## src/rtl/dmem_ctrl.sv

```systemverilog
// Multi-cycle data-memory controller for the MEM stage: accepts one aligned
// load or store, stalls the pipeline for LATENCY+1 cycles, then pulses done_o.
module dmem_ctrl #(
    parameter int unsigned LATENCY = 3,
    parameter int unsigned DEPTH   = 32
) (
    input  logic        clk_i,
    input  logic        rst_i,
    input  logic [1:0]  M_i,
    input  logic [31:0] addr_i,
    input  logic [31:0] data_i,
    output logic        stall_o,
    output logic [31:0] data_o,
    output logic        done_o,
    output logic        err_o
);

    localparam int unsigned AW = $clog2(DEPTH);

    localparam logic [1:0] IDLE = 2'd0;
    localparam logic [1:0] BUSY = 2'd1;
    localparam logic [1:0] DONE = 2'd2;

    logic [1:0]    state;
    logic [3:0]    cnt;
    logic          op_wr;
    logic [AW-1:0] idx;
    logic [31:0]   wdata;
    logic [31:0]   mem [DEPTH];

    logic req_any;
    logic req_valid;
    logic unused_addr;

    assign req_any     = |M_i;
    assign req_valid   = (M_i[0] ^ M_i[1]) && (addr_i[1:0] == 2'b00);
    // High address bits are deliberately dropped so accesses wrap modulo DEPTH.
    assign unused_addr = ^addr_i[31:AW+2];

    always_comb begin
        stall_o = (state == BUSY) || ((state == IDLE) && req_valid);
        done_o  = (state == DONE);
    end

    always_ff @(posedge clk_i) begin
        if (rst_i) begin
            state  <= IDLE;
            cnt    <= '0;
            data_o <= '0;
            err_o  <= 1'b0;
            op_wr  <= 1'b0;
            idx    <= '0;
            wdata  <= '0;
            mem    <= '{default: '0};
        end else begin
            err_o <= 1'b0;
            case (state)
                IDLE: begin
                    if (req_valid) begin
                        op_wr <= M_i[1];
                        idx   <= addr_i[AW+1:2];
                        wdata <= data_i;
                        cnt   <= 4'(LATENCY - 1);
                        state <= BUSY;
                    end else if (req_any) begin
                        err_o <= 1'b1;
                    end
                end
                BUSY: begin
                    if (cnt == 4'd0) begin
                        if (op_wr) begin
                            mem[idx] <= wdata;
                        end else begin
                            data_o <= mem[idx];
                        end
                        state <= DONE;
                    end else begin
                        cnt <= cnt - 4'd1;
                    end
                end
                // The EX/MEM register still shows the finished request here, so M_i is ignored.
                DONE:    state <= IDLE;
                default: state <= IDLE;
            endcase
        end
    end

endmodule

```

## config.mk

```make
export PLATFORM = sky130hd
export DESIGN_NAME = dmem_ctrl
export DESIGN_NICKNAME = d
export VERILOG_FILES = /design/src/rtl/dmem_ctrl.sv
export SDC_FILE = /design/constraint.sdc
export NUM_CORES = 2
export LEC_CHECK = 0
export ABC_AREA = 1
export CORE_ASPECT_RATIO = 0.9
export CORE_MARGIN = 2
export CORE_UTILIZATION = 54
export DETAILED_ROUTE_END_ITERATION = 8
export PLACE_DENSITY_LB_ADDON = 0.3
export SYNTH_ARGS = -nofsm -noshare
export SYNTH_HDL_FRONTEND = slang
export SYNTH_SLANG_ARGS = --single-unit
```

## constraint.sdc

```tcl
create_clock -name clk_i -period 4.3 [get_ports clk_i]
set_input_delay 1.075 -clock clk_i [delete_from_list [all_inputs] [get_ports clk_i]]
set_output_delay 1.075 -clock clk_i [all_outputs]
set_load 0.05 [all_outputs]
```

== Word-level counts from Yosys, hierarchy flattened ==
Cells that the tools add are included.

* Bits in writable memories: 0
* Word-level logic and storage cells: 79
* Memories: 0
* Bits in latches: 0
* Flip-flop bits (word level): 1101
* Memory bits (read-only): 0
* Output and inout bits: 35
* Input bits: 68

* Reductions and logical operators: 15
* Mux-type cells: 13
* Divide/modulo/power cells: 0
* $add $sub $neg: 1
* Bitwise operators: 4
* Shifts and indexed selects: 0
* $mul: 0
* $lt $le $gt $ge: 2
* Eq/ne operators: 5

{| class="wikitable"
|+ Operator list
! kind !! number
|-
| $bwmux 1024 || 1
|-
| $bmux 32 s5 || 1
|-
| $demux 32 s5 || 1
|-
| $mux 32 || 3
|-
| $reduce_and 3->1 || 3
|-
| $mux 4 || 2
|-
| $pmux 4 s2 || 1
|-
| $ge 6x6->1 const B || 1
|-
| $lt 6x1->1 const B || 1
|-
| $not 5->6 || 1
|-
| $logic_not 2->1 || 2
|-
| $logic_not 4->1 || 1
|-
| $mux 2 || 2
|-
| $ne 2x2->1 const B || 2
|-
| $pmux 2 s2 || 1
|-
| $reduce_and 2->1 || 2
|-
| $sub 4x1->4 const B || 1
|-
| $logic_and 1x1->1 || 3
|-
| $reduce_or 3->1 || 1
|-
| $eq 2x1->1 const B || 1
|-
| $eq 2x2->1 const B || 1
|-
| $ne 2x1->1 const B || 1
|-
| $not 1->1 || 2
|-
| $reduce_bool 2->1 || 1
|-
| 4 further kinds || 4
|}

== Logic depth before layout (Yosys ltp) ==
* Depth after elaboration: 6
* Mapped depth: 14
* Mapped depth without buffers: 11

== Worst setup path after synthesis ==
OpenSTA, ideal clock, no wires.

* Path type: in2out
* Start: in M_i[0]
* End: out stall_o
* Buffers on the path: 1
* Arrival time: 2.532 ns
* Data required time: 3.225 ns
* Cell stages on the path: 6
* Slack: 0.693 ns
* Path through: inv_1 > ha_1 > nor3b_1 > nand2_1 > clkbuf_1 > nand2_1

* Word-level cells in the longest chain between the ends: 4

{| class="wikitable"
|+ RTL lines
! item !! line !! source
|-
| from (decl) || 9 || <nowiki>input logic [1:0] M_i,</nowiki>
|-
| $xor 1x1->1 || 36 || <nowiki>assign req_valid = (M_i[0] ^ M_i[1]) && (addr_i[1:0] == 2'b00);</nowiki>
|-
| $logic_and 1x1->1 || 36 ||
|-
| $logic_and 1x1->1 || 41 || <nowiki>stall_o = (state == BUSY) || ((state == IDLE) && req_valid);</nowiki>
|-
| $logic_or 1x1->1 || 41 ||
|-
| to (decl) || 12 || <nowiki>output logic stall_o,</nowiki>
|}

Every way passes these cells.

== Worst setup path in the final report ==
* Start: in M_i[1]
* End: out stall_o

Same word-level chain as after synthesis.

==> summary.md <==
| Metric | Value |
|---|---|
| Port Buffers | 77 |
| FMAX | 288 MHz |
| Final ANT Viol Nets | 0 |
| Worst-margin pin slew | 1.28 ns |
| VDD IR max | 0.328 mV |
| Fin crit share | 80.6% |
| I/O pin count | 103 |
| Post-CTS Resized | 0 |
| CTS buffer count | 112 |
| Unrepaired setup endpoints after global routing | no |
| Critical R2R Launch | cnt[0] |
| # setup viols final | 0 |
| Final hold violations | 0 |
| TNS Setup | 0 ns |
| Syn Nets | 7838 |
| Max H-tree Level | 3 |
| CP Data Arrival Time | 2.39 ns |
| Fin nets | 7520 |
| Die area | 95000 um^2 |
| CTS Hold Bufs | 0 |
| Postcts setup bufs | 0 |
| Synthesized area | 50000 um^2 |
| Slowest-stage cell, CP | clkdlybuf4s50_1 |
| CTS tree | yes |
| Clk slew on worst S/H paths | 0.06 ns |
| CP max stage delay | 0.48 ns |
| Initial antenna violation count | 0 |
| P per Cell Area | 387 nW/um^2 |
| Synth Warn # | 0 |
| Sequential-to-total area share from yosys stat | 44.1% |
| Worst r2r dst | mem[238] |
| Vert. Die Dim | 293 um |
| Via Count | 45500 |
| DRC | 0 |
| Flop-to-flop setup slack | 1.06 ns |
| HPWL Detailed | 78.5 mm |
| Yosys reg bits | 1101 |
| Most frequent cells in the layout | 2293 x nand2_1, 1099 x dfxtp_1, 1093 x o21ai_0 |
| Status | finished, final reports clean |
| Routed wire per std cell | 16.1 um |
| Vias in the first global route | 41000 |
| Commonest non-fill, non-tap cell in the layout | nand2_1 |
| CP Capture Type | output pin |
| Crit path max fanout | 2 |
| Worst path top cell family by delay | buffers and inverters |
| Clock Sinks | 1101 |
| Slew HR | 15.0% |
| Final slew viol count | 0 |
| Drt total wl | 142 mm |
| Pin count of the biggest net entering global routing | 207 |
| Initial Util | 54.7% |
| R2R depth | 10 |
| Pre-antenna DRT Iters | 6 |
| Congestion Overflow GR | 0 |
| Hold Path End | mem[244] |
| Clock root cell | clkbuf_16 |
| Drt first-iter violations | 4272 |
| First-pass GRT wire length | 226 mm |
| Gpl congestion | 0.831 |
| Hold WC Path Type | flop to flop |
| Core area | 91400 um^2 |
| Die X | 325 um |
| Cells after synthesis | 7767 |
| Netlist cell types | 16 |
| Layout Skew | 0.0395 ns |
| Diodes inserted | 0 |
| Row cnt | 105 |
| Synth-to-Final Area Change | 9.85% |
| Hold path cells | 2 |
| LEAKAGE | 0.0219 uW |
| Worst hold path startpoint | mem[244] |
| Total power | 21200 uW |
| Setup crit start kind | input port |
| Crit-path cells | clkdlybuf4s50_1 -> inv_1 -> ha_1 -> nor3b_2 -> nand2_2 -> nand2_1 -> buf_12 |
| Max_cap viols | 0 |
| Final min period | 3.47 ns |
| Clk_lat worst skew | 0.70 ns |
| Worst path bufs/invs | 3 |
| Layout cell share with drive strength beyond 1 | 4.53% |
| Worst Path Required | 3.22 ns |
| Setup CP Type | input port to output pin |
| Total track usage | 29.3% |
| Syn avg cell area | 6.44 um^2 |
| Vias per inst | 5.18 |
| Max clock buf depth | 3 |
==> cells in the mapped netlist <==
| cell type | instances | area [um^2] |
|---|---|---|
| nand2_1 | 2328 | 8740 |
| dfxtp_1 | 1101 | 22000 |
| o21ai_0 | 1093 | 5470 |
| inv_1 | 1066 | 4000 |
| a21oi_1 | 1043 | 5220 |
| clkbuf_1 | 567 | 2130 |
| nor2_1 | 385 | 1450 |
| nand3_1 | 69 | 345 |
| o21ai_1 | 42 | 210 |
| buf_2 | 26 | 130 |
| buf_1 | 19 | 71.3 |
| inv_2 | 12 | 45.0 |
| nor3_1 | 6 | 30.0 |
| nor3_2 | 6 | 60.1 |
| ha_1 | 3 | 37.5 |
| nor3b_1 | 1 | 7.51 |
==> area by class of cell <==
cell class,count,area (um^2)
clock buffers,173,3390
multi-input cells,4976,21700
repair buffers,180,1850
flip-flops and latches,1101,22000
clock inverters,35,305
inverters,1078,4070
well taps,1230,1540
fillers,8612,36500
==> worst reg2reg max path: cells and delay by family (launching register included) <==
family / cells / cell delay [ns]
fa+ha+maj: 1 / 0.14
compound gates: 2 / 0.25
buf+inv: 2 / 0.59
flops: 1 / 0.33
simple gates: 5 / 1.78
==> cells by family after synthesis <==
group	count (synthesis)	synth area share, %
simple gates	2795	21.3
compound gates	2178	21.8
buf+inv	1690	12.8
flops	1101	44.1
fa+ha+maj	3	0.0751
==> per-layer routing <==
layer | global-route usage [%] | part of all wire, % | vias to the layer above
met4 | 10.7 | 3.7 | 0
li1 | - | - | 23400
met2 | 48.5 | 45 | 1337
met1 | 39.5 | 45 | 20400
met3 | 3.39 | 6.4 | 277
met5 | 0 | 0 | -
==> metrics by stage <==
stage	setup WS, ns	hold WS [ns]	utilization [%]	area [um^2]	cells
2_1_floorplan	0.693	0.424	-	50000	7767
3_3_place_gp	0.831	0.431	56.0	51200	8565
3_5_place_dp	0.832	0.435	56.0	51200	8565
4_1_cts	0.823	0.443	60.0	54900	8773
5_1_grt	0.775	0.454	60.0	54900	8773
6_report	0.834	0.442	60.0	54900	8773
==> report_power, final <==
part | total (uW) | leakage, uW | internal [uW] | switching (uW)
combinational | 1160 | 0.0112 | 266 | 897
clock | 9780 | 0.00182 | 5640 | 4140
sequential | 10300 | 0.00887 | 10200 | 67.6
total | 21200 | 0.0219 | 16100 | 5100
==> how the worst max path moves through the flow <==
stage / slack [ns] / cells past startpoint / from / to
after floorplan: 0.69 / 6 / M_i[0] / stall_o
after global placement: 0.83 / 7 / M_i[1] / stall_o
after detailed placement: 0.83 / 7 / M_i[1] / stall_o
after CTS: 0.82 / 7 / M_i[1] / stall_o
after global routing: 0.78 / 7 / M_i[1] / stall_o
final: 0.83 / 7 / M_i[1] / stall_o
==> registers in the layout, indices dropped and copies added, names as in the netlist <==
name / count
cnt: 4
idx: 5
mem: 1024
data_o: 32
wdata: 32
op_wr: 1
err_o: 1
state: 2
Power figures use the tool's default switching activity.
